===== config.mk =====
export PLATFORM = sky130hd
export DESIGN_NAME = seg7_scan_ctrl
export DESIGN_NICKNAME = d
export VERILOG_FILES = /design/src/rtl/seg7_scan_ctrl.sv
export SDC_FILE = /design/constraint.sdc
export NUM_CORES = 1
export LEC_CHECK = 0
export BUFFER_PORTS_ARGS = -buffer_cell sky130_fd_sc_hd__buf_2
export CORE_ASPECT_RATIO = 0.6
export CORE_MARGIN = 4
export CORE_UTILIZATION = 45
export DETAILED_ROUTE_END_ITERATION = 10
export GPL_TIMING_DRIVEN = 0
export MAX_ROUTING_LAYER = met4
export PLACE_DENSITY = 0.63
export SLEW_MARGIN = 40
export SYNTH_ARGS = -nofsm -noshare
export SYNTH_HDL_FRONTEND = slang
export SYNTH_SLANG_ARGS = --single-unit

===== constraint.sdc =====
create_clock -name clk -period 6.4 [get_ports clk]
set_clock_uncertainty 0.15 [all_clocks]
set_input_delay 0.32 -clock clk [delete_from_list [all_inputs] [get_ports clk]]
set_output_delay 0.32 -clock clk [all_outputs]
set_load 0.05 [all_outputs]

===== src/rtl/seg7_scan_ctrl.sv =====
// Time-multiplexed N-digit 7-segment scanner with refresh prescaler, frame-atomic
// double buffering, hex decode, leading-zero blanking and a dark cycle between digits.
module seg7_scan_ctrl #(
    parameter int NUM_DIGITS       = 4,
    parameter int CLK_DIV          = 50000,
    parameter bit HEX_EN           = 1'b1,
    parameter bit ANODE_ACTIVE_LOW = 1'b1,
    parameter bit SEG_ACTIVE_LOW   = 1'b0
) (
    input  logic                      clk,
    input  logic                      rst_n,
    input  logic [4*NUM_DIGITS-1:0]   digits_in,
    input  logic [NUM_DIGITS-1:0]     dp_in,
    input  logic                      load,
    input  logic [NUM_DIGITS-1:0]     blank_mask,
    input  logic                      lz_en,
    output logic [NUM_DIGITS-1:0]     anode,
    output logic [6:0]                seg,
    output logic                      dp,
    output logic                      frame_sync
);

    localparam int IDX_W = $clog2(NUM_DIGITS);
    localparam int CNT_W = $clog2(CLK_DIV);

    logic [CNT_W-1:0]          cnt_q;
    logic [IDX_W-1:0]          idx_q;
    logic [4*NUM_DIGITS-1:0]   shadow_dig_q, disp_dig_q;
    logic [NUM_DIGITS-1:0]     shadow_dp_q, disp_dp_q;
    logic [NUM_DIGITS-1:0]     anode_q, anode_d;
    logic [6:0]                seg_q, seg_d;
    logic                      dp_q, dp_d;
    logic                      frame_sync_q;

    logic                      tick;
    logic                      wrap;
    logic [NUM_DIGITS-1:0]     lz_blank;
    logic                      seen_nonzero;
    logic [3:0]                cur_code;
    logic                      cur_blank;

    function automatic logic [6:0] decode7(input logic [3:0] code);
        logic [6:0] s;
        case (code)
            4'h0: s = 7'h3F;
            4'h1: s = 7'h06;
            4'h2: s = 7'h5B;
            4'h3: s = 7'h4F;
            4'h4: s = 7'h66;
            4'h5: s = 7'h6D;
            4'h6: s = 7'h7D;
            4'h7: s = 7'h07;
            4'h8: s = 7'h7F;
            4'h9: s = 7'h6F;
            4'hA: s = HEX_EN ? 7'h77 : 7'h00;
            4'hB: s = HEX_EN ? 7'h7C : 7'h00;
            4'hC: s = HEX_EN ? 7'h39 : 7'h00;
            4'hD: s = HEX_EN ? 7'h5E : 7'h00;
            4'hE: s = HEX_EN ? 7'h79 : 7'h00;
            default: s = HEX_EN ? 7'h71 : 7'h00;
        endcase
        return s;
    endfunction

    assign tick = (cnt_q == CNT_W'(CLK_DIV - 1));
    assign wrap = tick && (idx_q == IDX_W'(NUM_DIGITS - 1));

    // Scan from the most significant digit down; digit 0 is never lz-blanked.
    always_comb begin
        lz_blank     = '0;
        seen_nonzero = 1'b0;
        for (int i = NUM_DIGITS - 1; i >= 1; i--) begin
            if (disp_dig_q[4*i +: 4] != 4'd0) seen_nonzero = 1'b1;
            lz_blank[i] = lz_en && !seen_nonzero;
        end
    end

    assign cur_code  = disp_dig_q[4*idx_q +: 4];
    assign cur_blank = blank_mask[idx_q] | lz_blank[idx_q];

    // Tick cycle forces all outputs dark so the next digit never ghosts the previous one.
    always_comb begin
        anode_d = '0;
        seg_d   = 7'h00;
        dp_d    = 1'b0;
        if (!tick && !cur_blank) begin
            anode_d[idx_q] = 1'b1;
            seg_d          = decode7(cur_code);
            dp_d           = disp_dp_q[idx_q];
        end
    end

    always_ff @(posedge clk or negedge rst_n) begin
        if (!rst_n) begin
            cnt_q        <= '0;
            idx_q        <= '0;
            shadow_dig_q <= '0;
            shadow_dp_q  <= '0;
            disp_dig_q   <= '0;
            disp_dp_q    <= '0;
            anode_q      <= '0;
            seg_q        <= 7'h00;
            dp_q         <= 1'b0;
            frame_sync_q <= 1'b0;
        end else begin
            cnt_q <= tick ? '0 : cnt_q + 1'b1;
            if (tick) idx_q <= wrap ? '0 : idx_q + 1'b1;
            if (load) begin
                shadow_dig_q <= digits_in;
                shadow_dp_q  <= dp_in;
            end
            // Copy uses the pre-edge shadow, so a load on the wrap edge waits a frame.
            if (wrap) begin
                disp_dig_q <= shadow_dig_q;
                disp_dp_q  <= shadow_dp_q;
            end
            anode_q      <= anode_d;
            seg_q        <= seg_d;
            dp_q         <= dp_d;
            frame_sync_q <= wrap;
        end
    end

    assign anode      = ANODE_ACTIVE_LOW ? ~anode_q : anode_q;
    assign seg        = SEG_ACTIVE_LOW ? ~seg_q : seg_q;
    assign dp         = SEG_ACTIVE_LOW ? ~dp_q : dp_q;
    assign frame_sync = frame_sync_q;

endmodule


## Yosys cells after proc, flatten, opt, wreduce, memory -nomap -nowiden

Memories as Yosys holds them, arrays and structs flattened.
Index checks and enable logic that the tools add are counted.

| operators by class | value |
|---|---|
| add/subtract/negate cells | 2 |
| order comparisons | 2 |
| equality and inequality tests | 2 |
| shift-type cells | 1 |
| muxes and demuxes | 16 |
| bitwise logic cells | 2 |
| reductions and logical operators | 14 |

Operators with widths:

| operator | count |
|---|---|
| adder 16 x 1 -> 16 bit, second input constant | 1 |
| == test 16 bit, second input constant | 1 |
| two-way mux 16 bit | 1 |
| variable part select 16 x 5 -> 4 bit | 1 |
| nonzero test 4 bit | 3 |
| two-way mux 1 bit | 8 |
| two-way mux 7 bit | 1 |
| binary-select mux 1 bit (select 2 bit) | 3 |
| logical AND 1 bit | 6 |
| zero test 1 bit | 5 |
| two-way mux 4 bit | 1 |
| NOT 4 bit | 1 |
| < comparator 2 x 3 -> 1 bit, second input constant | 1 |
| adder 2 x 1 -> 2 bit, second input constant | 1 |
| demux 1 bit (select 2 bit) | 1 |
| == test 2 bit, second input constant | 1 |
| >= comparator 2 x 1 -> 1 bit, second input constant | 1 |
| two-way mux 2 bit | 1 |
| OR 1 bit | 1 |

| word-level totals | value |
|---|---|
| flip-flop bits (word level) | 71 |
| ROM bits | 112 |
| input bits | 28 |
| output and inout bits | 13 |
| word-level logic and storage cells | 50 |
| memories | 1 |

Memory list:

| memory | depth | bits a word | rd ports | clocked after Yosys merged registers in | wr ports | RTL line | RTL |
|---|---|---|---|---|---|---|---|
| (no name shown) | 16 | 7 | 1 | 0 | 0 | 44 | `case (code)` |

## Depth between registers and ports, before layout

Gate-level depths: netlist of run 1.

| logic depth | value |
|---|---|
| depth in word-level cells | 12 |
| mapped depth | 8 |
| depth with buffers taken out | 7 |

## Worst setup path before layout of run 1

No wires, ideal clock.

| timing | value |
|---|---|
| kind | reg2reg |
| from | register idx_q[0] |
| to | register seg_q[3], in the netlist seg[3] |
| library setup time | 0.073 ns |
| arrival time | 1.947 ns |
| required time | 6.177 ns |
| slack | 4.230 ns |
| stages on the path, launching flop included | 8 |
| path buffers | 1 |
| period minus slack after synthesis | 2.170 ns |
| path through | dfrtp_1 buf_6 mux4_2 inv_1 ha_1 inv_1 mux4_1 nor2_1 |

| between the ends | value |
|---|---|
| longest elaborated chain between the ends | 6 |
| elaborated cells between the ends (all ways) | 10 |
| those cells by class | shift: 1; mux: 5; bitwise: 1; reduce/logical: 2; memory: 1 |

Ends and longest elaborated chain:

| element | RTL line | RTL |
|---|---|---|
| start: declaration | 27 | `logic [IDX_W-1:0] idx_q;` |
| start signal: assignment | 107 | `if (tick) idx_q <= wrap ? '0 : idx_q + 1'b1;` |
| parallel branches: the longest is 5 deep, another holds memory (16 x 7 bit) | -- |  |
| two-way mux 7 bit (*) | 86 | `if (!tick && !cur_blank) begin` |
| named net seg_d[3] | 31 | `logic [6:0] seg_q, seg_d;` |
| end signal: assignment | 118 | `seg_q <= seg_d;` |
| end: declaration | 31 |  |

Mark *: on every way through the listed nets, which the timed path passes. The select of a mux whose other input is x is not followed.
A chain may end at the register's enable or synchronous reset.

## Worst setup path in the final report of run 1

Same ends and word-level chain as after synthesis.

==> results.json, run 1 <==
{
  "firstDrtPassIters": 4,
  "cts_buffers": 9,
  "clk_latency_ns": 0.33,
  "r2r_start": "idx_q[0]$_DFFE_PN0N_",
  "cts.htree.levels": 3,
  "ioPinCount": 41,
  "diodes": 0,
  "worst_pin_slew_ns": 0.558,
  "register_area_mm2": 0.00178,
  "grt_pass1_vias": 2010,
  "ys_ff_latch": 71,
  "dieArea_mm2": 0.00863,
  "postLayoutCoreUtil": 0.566,
  "vias": 1974,
  "wl_per_cell_um": 15.1,
  "drive_gt1_frac": 0.362,
  "synthAdderAreaFrac": 0.0427,
  "powerDensity_mw_per_mm2": 261,
  "grt_antenna_before_repair": 0,
  "synth_xor_area_frac": 0.0380,
  "cap_violations": 0,
  "crit_arrival_ns": 2.50,
  "ctsLongestPathBuffers": 2,
  "rrSetupSlack_ns": 4.00,
  "antenna_left": 0,
  "hpwl_um": 4310,
  "cts.sinks": 71,
  "fin_crit_sh": 0.375,
  "status": "completed",
  "irDropWorstVdd_mv": 0.148,
  "hold_start": "dp_in[1]",
  "synthDistinctLibCells": 35,
  "fin_crit_ns": 2.40,
  "gp_congestion": 0.808,
  "yosysSeqAreaShare": 0.551,
  "track_usage": 0.164,
  "grt_overflow_total": 0,
  "dpl_worst_slack_ns": 4.01,
  "synth_top_family_by_area": "multiplexers",
  "synth_area_per_cell_um2": 13.1,
  "yosys-mux-area-fraction": 0.199,
  "routed_wl_um": 5920,
  "yosys.area_share.simple": 0.0947,
  "fin_nets": 338,
  "start_kind": "flop",
  "setup_tns_ns": 0,
  "placementRows": 23,
  "yosysWarnings": 0,
  "rsz0062_at_grt": "false",
  "grt_start_max_net_pins": 44,
  "hold_violations": 0,
  "drc": 0,
  "cp_max_fo": 10,
  "die_x_um": 117,
  "cts_tree": "yes",
  "drv_slew": 0,
  "syn_to_final_growth_pct": 19.6,
  "multiInputGateArea_mm2": 0.00132,
  "start_util": 0.473,
  "fillers": 571,
  "hp-class": "primary input to flop",
  "critical_path_class": "flop to flop",
  "root_buffer": "clkbuf_16",
  "fmax_ghz": 0.417,
  "end_kind": "flop",
  "syn-num-nets": 286,
  "setup_slack_ns": 4.00,
  "port_buffers": 39,
  "grt_pass1_wl_um": 10100,
  "synth_compound_area_frac": 0.0365,
  "critPathRequiredTime_ns": 6.50,
  "crit_start": "idx_q[0]$_DFFE_PN0N_",
  "syn_area_mm2": 0.00322,
  "setup_viol": 0,
  "slew_headroom": 0.628,
  "power.leakage_nw": 1.80,
  "die_h_um": 73.6,
  "core_mm2": 0.00682,
  "routed_via_density": 5.05,
  "synth_cells": 247,
  "path_clk_slew_ns": 0.06,
  "drt_iter0_markers": 147
}
[flip-flops by register name, indices dropped and copies added, names as in the netlist]
signal and cells:
disp_dig_q 16, idx_q 2, disp_dp_q 4, seg 7, frame_sync 1, anode_q 4, cnt_q 16, shadow_dp_q 4
shadow_dig_q 16, dp 1
[timing repair]
| action | 4_1_cts | 5_1_grt |
|---|---|---|
| gates resized for setup | 0 | 0 |
| hold buffers | 1 | 0 |
| endpoints found under the hold margin | 28 | 0 |
| buffers inserted | 0 | 0 |
[cell type report]
cell class                      count  share of cell area
Multi-Input combinational cell    151               0.343
Inverter                           15              0.0146
Clock inverter                      3              0.0110
Clock buffer                       13              0.0649
Timing Repair Buffer               41              0.0600
Buffer                             10              0.0175
Tap cell                           87              0.0282
Sequential cell                    71               0.461
[placed cells by master, fill, tap and decap left out, drive strengths merged, types with 6 or more instances in the layout]
master	n
xnor2	9
mux4	6
buf	47
inv	15
ha	11
mux2	41
nor2	20
clkbuf	16
nand2	11
dfrtp	71
and2	6
[cells by family after synthesis]
kind of cell,after synthesis
fa+ha+maj,11
compound gates,13
simple gates,62
buf+inv,25
flops,71
xor+xnor,14
mux,51
[critical path: stages, from the launching register on]
cell and delay (ns):
dfrtp_1 0.45, buf_6 0.20, mux4_2 0.61, inv_1 0.16, ha_1 0.13, inv_1 0.05
mux4_1 0.47, nor2_1 0.11
[worst paths after layout]
| check | end | cells after the start |
|---|---|---|
| worst max-delay path | seg[3]$_DFF_PN0_ | 7 |
| worst min-delay path | shadow_dp_q[1]$_DFFE_PN0P_ | 2 |
| worst max register to register | seg[3]$_DFF_PN0_ | 7 |
| worst min register to register | cnt_q[0]$_DFF_PN0_ | 1 |
| max in group asynchronous | frame_sync$_DFF_PN0_ | 3 |
| min in group asynchronous | shadow_dp_q[1]$_DFFE_PN0P_ | 2 |
[Yosys cell counts, drive strengths merged]
cell / count / area [µm²]
a311oi: 1 / 8.76
and3: 2 / 12.5
nand2: 11 / 41.3
xnor2: 9 / 78.8
xor2: 5 / 43.8
or3: 1 / 6.26
ha: 11 / 138
clkbuf: 3 / 11.3
nor2b: 1 / 6.26
nor3: 5 / 25.0
a211oi: 2 / 15.0
nor2: 20 / 75.1
mux2i: 4 / 40.0
a32o: 1 / 10.0
nand4: 3 / 18.8
buf: 7 / 56.3
a2111o: 1 / 11.3
mux4: 6 / 139
dfrtp: 71 / 1780
inv: 15 / 56.3
nor4: 4 / 25.0
and4: 1 / 8.76
a2111oi: 2 / 42.5
a21oi: 3 / 15.0
o21ai: 3 / 15.0
or2: 2 / 12.5
and2: 6 / 37.5
and2b: 1 / 7.51
mux2: 41 / 462
nor4b: 1 / 8.76
nand3: 4 / 20.0
[power by group]
part	switching [mW]	internal (mW)	leakage, nW
registers	0.00679	0.464	0.916
clock network	0.174	0.312	0.140
logic	0.0275	0.0226	0.746
total	0.208	0.799	1.80
[stage by stage]
step                      cell area [µm²]  total power, mW  hold slack [ns]  instances
final                                3860             1.01           0.0673        391
after global routing                 3860             1.05           0.0559        391
after CTS                            3860             1.02           0.0591        391
after detailed placement             3550            0.530           0.0560        374
after global placement               3530            0.527            0.293        373
after floorplan                      3220            0.504           -0.126        247
[routing by layer]
metal  track usage  vias up  wire length, µm
met2         0.209       49             2290
met5             -        -                0
met4        0.0687        0              104
met1         0.235      951             3210
li1              -      963                -
met3        0.0576       11              322
Note: power is estimated with default switching activity, not from simulation.
==> run 2, diff against run 1 <==
ABC_AREA = 1   (was unset)
PLACE_DENSITY = 0.64   (was 0.63)
clock period = 2 ns   (was 6.4 ns; I/O delays follow)
==> run 2 against run 1 <==
Compared with the run above:
- critical path depth rose by 5
- design area is 20% higher
- count of clock-buffer cells in the layout rose by 1
==> results.json, run 2 <==
{
  "grt_pass1_wl_um": 13400,
  "routed_wl_um": 7870,
  "status": "completed",
  "synthDistinctLibCells": 30,
  "ioPinCount": 41,
  "irDropWorstVdd_mv": 0.463,
  "syn-num-nets": 483,
  "root_buffer": "clkbuf_16",
  "layout_commonest_cell": "nand2_1",
  "setup_viol": 0,
  "wl_per_cell_um": 12.5,
  "drive_gt1_frac": 0.237,
  "drt_iter0_markers": 235,
  "synth.largest_area_cell": "dfrtp_1",
  "drc": 0,
  "cap_violations": 0,
  "antenna_left": 0,
  "hpwl_um": 5690,
  "yosysSeqAreaShare": 0.486,
  "end_kind": "flop",
  "synth_async_sr_flop_share": 1.00,
  "synthDominantCellAreaShare": 0.486,
  "r2r_cells": 12,
  "synth_area_per_cell_um2": 8.23,
  "syn_to_final_growth_pct": 26.3,
  "start_kind": "flop",
  "worst_pin_slew_ns": 0.439,
  "slew_headroom": 0.708,
  "yosysWarnings": 0,
  "placementRows": 25,
  "firstDrtPassIters": 4,
  "track_usage": 0.181,
  "fin_crit_sh": 0.940,
  "powerDensity_mw_per_mm2": 721,
  "layout_common_cells": "nand2_1, dfrtp_1, inv_1, nor2_1, buf_2",
  "path_clk_slew_ns": 0.05,
  "setup_tns_ns": 0,
  "cts_buffers": 9,
  "vias": 2965,
  "fin_crit_ns": 1.88,
  "reg2reg_to": "seg[3]$_DFF_PN0_",
  "final_cells": 632,
  "reg_top3": "cnt_q (16), disp_dig_q (16), shadow_dig_q (16)",
  "die_x_um": 124,
  "ys_ff_latch": 71,
  "synthTopCellsByCount": "nand2_1, dfrtp_1, inv_1",
  "cp_max_fo": 11,
  "cts_tree": "yes",
  "p_total_mw": 3.33,
  "critPathRequiredTime_ns": 2.06,
  "port_buffers": 39,
  "crit_arrival_ns": 1.95,
  "grt_overflow_total": 0,
  "synth.most_common_cell": "nand2_1",
  "syn_area_mm2": 0.00365,
  "dp_cells": 592,
  "cts.sinks": 71,
  "fin_nets": 558,
  "ctsLongestPathBuffers": 2,
  "grt_start_max_net_pins": 52,
  "r2r_start": "idx_q[0]$_DFFE_PN0N_",
  "core_mm2": 0.00788,
  "grt_antenna_before_repair": 0,
  "synth_cells": 444,
  "synth-main-ff-cell": "dfrtp_1",
  "die_h_um": 77.8,
  "dieArea_mm2": 0.00967,
  "rrSetupSlack_ns": 0.12,
  "synth-edff-count": 0,
  "gp_congestion": 0.928,
  "hp-class": "primary input to async pin",
  "hold_violations": 0,
  "start_util": 0.464,
  "cts.htree.levels": 3,
  "drv_slew": 0,
  "clk_latency_ns": 0.33,
  "grt_pass1_vias": 2833,
  "fmax_ghz": 0.532,
  "power.leakage_nw": 2.41,
  "routed_via_density": 4.69,
  "synth_area_leaders": "dfrtp_1, nand2_1, inv_1",
  "critical_path_class": "flop to flop",
  "diodes": 0
}
==> run 2: power breakdown <==
| part | internal (mW) | switching [mW] | total [mW] | leakage (nW) |
|---|---|---|---|---|
| registers | 1.48 | 0.0105 | 1.49 | 0.923 |
| clock network | 1.07 | 0.560 | 1.63 | 0.149 |
| logic | 0.0794 | 0.130 | 0.209 | 1.34 |
| total | 2.63 | 0.700 | 3.33 | 2.41 |
==> run 2: cell families after synthesis <==
| family | Yosys count | synth area share |
|---|---|---|
| AOI/OAI and AO/OA | 57 | 0.101 |
| xor gates and xnor gates | 5 | 0.0120 |
| adders and majority gates | 11 | 0.0377 |
| buffers and inverters | 79 | 0.0962 |
| DFF | 71 | 0.486 |
| and+or+nand+nor | 221 | 0.267 |
==> run 2: critical path: stages, from the launching register on <==
cell,delay [ns]
dfrtp_2,0.47
inv_4,0.11
buf_6,0.14
nand2_1,0.06
nand3_1,0.11
nand2_4,0.10
inv_2,0.09
ha_2,0.19
nand3_2,0.10
nand2_1,0.08
nand2_1,0.05
nand2_1,0.06
nor2_1,0.04
==> run 2: per-layer routing <==
layer  up-vias  wire [µm]  global-route usage
li1       1526          -                   -
met3         9        475              0.0564
met2        68       3170               0.240
met5         -          0                   -
met1      1362       4120               0.261
met4         0        105              0.0635
==> run 2: what timing repair did <==
item                                    CTS  global route
endpoints found under the setup margin    6             6
endpoints found under the hold margin    91             0
setup buffers                             0             4
pin swaps                                 0             3
gates resized for setup                   3            11
hold buffers                             21             0
==> run 2: layout make-up <==
class | instances | area [µm²]
clock inverter | 2 | 37.5
buffer | 11 | 90.1
timing repair buffer | 65 | 469
tap | 108 | 135
multi-input combinational | 294 | 1570
clock buffer | 14 | 274
fill | 705 | 3270
inverter | 67 | 264
sequential | 71 | 1780
==> run 2: worst max-delay path by stage <==
stage,start,to,slack (ns),cells past startpoint
5_1_grt,idx_q[0]$_DFFE_PN0N_,seg[3]$_DFF_PN0_,-0.02,10
3_5_place_dp,idx_q[1]$_DFFE_PN0N_,seg[3]$_DFF_PN0_,-0.17,12
3_3_place_gp,idx_q[1]$_DFFE_PN0N_,seg[3]$_DFF_PN0_,-0.12,12
2_1_floorplan,idx_q[1]$_DFFE_PN0N_,seg[3]$_DFF_PN0_,0.15,12
4_1_cts,idx_q[0]$_DFFE_PN0N_,seg[3]$_DFF_PN0_,0.02,12
6_report,idx_q[0]$_DFFE_PN0N_,seg[3]$_DFF_PN0_,0.12,12
==> run 2: through the flow <==
| stage | hold slack [ns] | cell area [µm²] | setup slack [ns] | util |
|---|---|---|---|---|
| 4_1_cts | 0.0180 | 4540 | 0.0175 | 0.576 |
| 3_3_place_gp | 0.154 | 3990 | -0.122 | 0.506 |
| 6_report | 0.0225 | 4610 | 0.120 | 0.585 |
| 3_5_place_dp | -0.192 | 4020 | -0.167 | 0.510 |
| 5_1_grt | 0.0402 | 4610 | -0.0182 | 0.585 |
| 2_1_floorplan | -0.346 | 3650 | 0.148 | - |
==> run 3, diff against run 2 <==
CELL_PAD_IN_SITES_DETAIL_PLACEMENT = 0   (was unset)
CELL_PAD_IN_SITES_GLOBAL_PLACEMENT = 2   (was unset)
CORE_UTILIZATION = 31   (was 45)
PLACE_DENSITY = 0.72   (was 0.64)
==> run 3 against run 2 <==
Compared with the run above:
- total power shrank 4.3%
- die area increased by 41%
- global-route usage decreased by 3.7 points
- design area stayed put
- clock power decreased by 9%
- critical path depth is 1 lower
- critical path type unchanged
- critical endpoint unchanged
==> results.json, run 3 (synthesis results as in run 2) <==
{
  "reg_top3": "cnt_q (16), disp_dig_q (16), shadow_dig_q (16)",
  "firstDrtPassIters": 4,
  "hpwl_um": 6600,
  "end_kind": "flop",
  "placementRows": 30,
  "fin_nets": 555,
  "multiInputGateArea_mm2": 0.00157,
  "port_buffers": 39,
  "met1_length_um": 4970,
  "die_h_um": 92.1,
  "power.leakage_nw": 2.39,
  "grt_pass1_vias": 2947,
  "syn_to_final_growth_pct": 26.3,
  "drv_slew": 0,
  "slowest_stage": "dfrtp_1",
  "vias": 2957,
  "fin_crit_ns": 1.84,
  "routed_wl_um": 8760,
  "hold_slack_ns": 0.0297,
  "die_x_um": 148,
  "register_area_mm2": 0.00178,
  "start_kind": "flop",
  "antenna_left": 0,
  "irDropWorstVdd_mv": 0.380,
  "powerDensity_mw_per_mm2": 690,
  "crit_path_cell_trace": "buf_4 > inv_6 > nand3_2 > nand2_4 > inv_2 > ha_1 > nand3_2 > nand2_1 > nand2_1 > nand2_1 > nor2_1",
  "cts.sinks": 71,
  "slowest_delay_ns": 0.40,
  "diodes": 0,
  "critical_path_class": "flop to flop",
  "wl_per_cell_um": 12.9,
  "layout_commonest_cell": "nand2_1",
  "cts_tree": "yes",
  "layout_common_cells": "nand2_1, dfrtp_1, inv_1, nor2_1, buf_2",
  "status": "completed",
  "routed_via_density": 4.35,
  "critPathRequiredTime_ns": 2.11,
  "gp_congestion": 0.848,
  "fin_crit_sh": 0.921,
  "hp-class": "primary input to async pin",
  "rsz0062_at_grt": "false",
  "cap_violations": 0,
  "track_usage": 0.144,
  "wl_met3_um": 356,
  "topRoutingLayerUsed": "met4",
  "wl_met2_um": 3340,
  "setup_tns_ns": 0,
  "root_buffer": "clkbuf_16",
  "cts_buffers": 9,
  "drt_iter0_markers": 184,
  "ctsLongestPathBuffers": 2,
  "fmax_ghz": 0.543,
  "grt_overflow_total": 0,
  "slew_headroom": 0.694,
  "drc": 0,
  "grt_start_max_net_pins": 52,
  "cts.htree.levels": 3,
  "start_util": 0.320,
  "drive_gt1_frac": 0.233,
  "worst_pin_slew_ns": 0.459,
  "cp_max_fo": 14,
  "crit_top_cell": "nand2_1",
  "fillers": 1201,
  "grt_pass1_wl_um": 14900,
  "crit_arrival_ns": 1.96,
  "ioPinCount": 41,
  "path_clk_slew_ns": 0.06,
  "hold_violations": 0,
  "grt_antenna_before_repair": 0,
  "dieArea_mm2": 0.0136,
  "clk_latency_ns": 0.34,
  "core_mm2": 0.0114,
  "setup_viol": 0
}
-- run 3: changes by cell type in the layout (fill, tap and decap cells not counted), moves of 2 or more --
cell / previous run / this run
clkinv_4: 0 / 2
clkbuf_1: 5 / 3
ha_1: 8 / 10
buf_4: 5 / 3
clkinv_2: 0 / 2
ha_2: 2 / 0
clkbuf_8: 3 / 1
-- run 3: what timing repair did --
action                     in CTS  in global routing
resized for setup               4                 10
setup endpoints to repair       7                  5
hold buffers                   21                  0
setup buffers                   2                  0
hold endpoints to repair       91                  0
pin swaps                       0                  1
-- run 3: worst paths after layout --
check,cells after the start,from,slack (ns),to
max,11,idx_q[1]$_DFFE_PN0N_,0.16,seg[3]$_DFF_PN0_
min,2,rst_n,0.03,shadow_dig_q[10]$_DFFE_PN0P_
max reg2reg,11,idx_q[1]$_DFFE_PN0N_,0.16,seg[3]$_DFF_PN0_
min reg2reg,1,cnt_q[0]$_DFF_PN0_,0.31,cnt_q[0]$_DFF_PN0_
max in group asynchronous,3,rst_n,1.16,cnt_q[10]$_DFF_PN0_
min in group clk,2,load,0.03,shadow_dig_q[15]$_DFFE_PN0P_
-- run 3: area by class of cell --
type / count / area share
repair buffers: 63 / 0.0984
plain buffers: 10 / 0.0171
well taps: 160 / 0.0434
inverters: 67 / 0.0572
clock buffers: 10 / 0.0518
flip-flops and latches: 71 / 0.385
multi-input cells: 294 / 0.339
clock inverters: 5 / 0.00759
-- run 3: layer usage --
layer,GRT usage,up-vias
li1,-,1517
met1,0.214,1384
met2,0.188,48
met3,0.0430,8
met4,0.0415,0
met5,-,-
-- run 3: power by group --
| part | internal [mW] | switching, mW | total, mW |
|---|---|---|---|
| sequential | 1.48 | 0.00969 | 1.49 |
| combinational | 0.0794 | 0.133 | 0.212 |
| clock | 0.865 | 0.617 | 1.48 |
| total | 2.42 | 0.760 | 3.18 |
-- run 3: critical path: cells and delay by family (launching register included) --
kind                     cells  cell delay [ns]
adder cells (fa/ha/maj)      1             0.22
buffers and inverters        3             0.38
flip-flops                   1             0.40
AND/OR/NAND/NOR              7             0.62
-- run 3: stage by stage --
stage / cells / area, µm² / utilization / total power, mW / setup WS, ns
6_report: 680 / 4610 / 0.404 / 3.18 / 0.157
3_5_place_dp: 644 / 4080 / 0.358 / 1.70 / -0.242
5_1_grt: 680 / 4610 / 0.404 / 3.33 / 0.0325
2_1_floorplan: 444 / 3650 / - / 1.61 / 0.148
3_3_place_gp: 643 / 4050 / 0.355 / 1.69 / -0.240
4_1_cts: 681 / 4590 / 0.402 / 3.24 / 0.00859
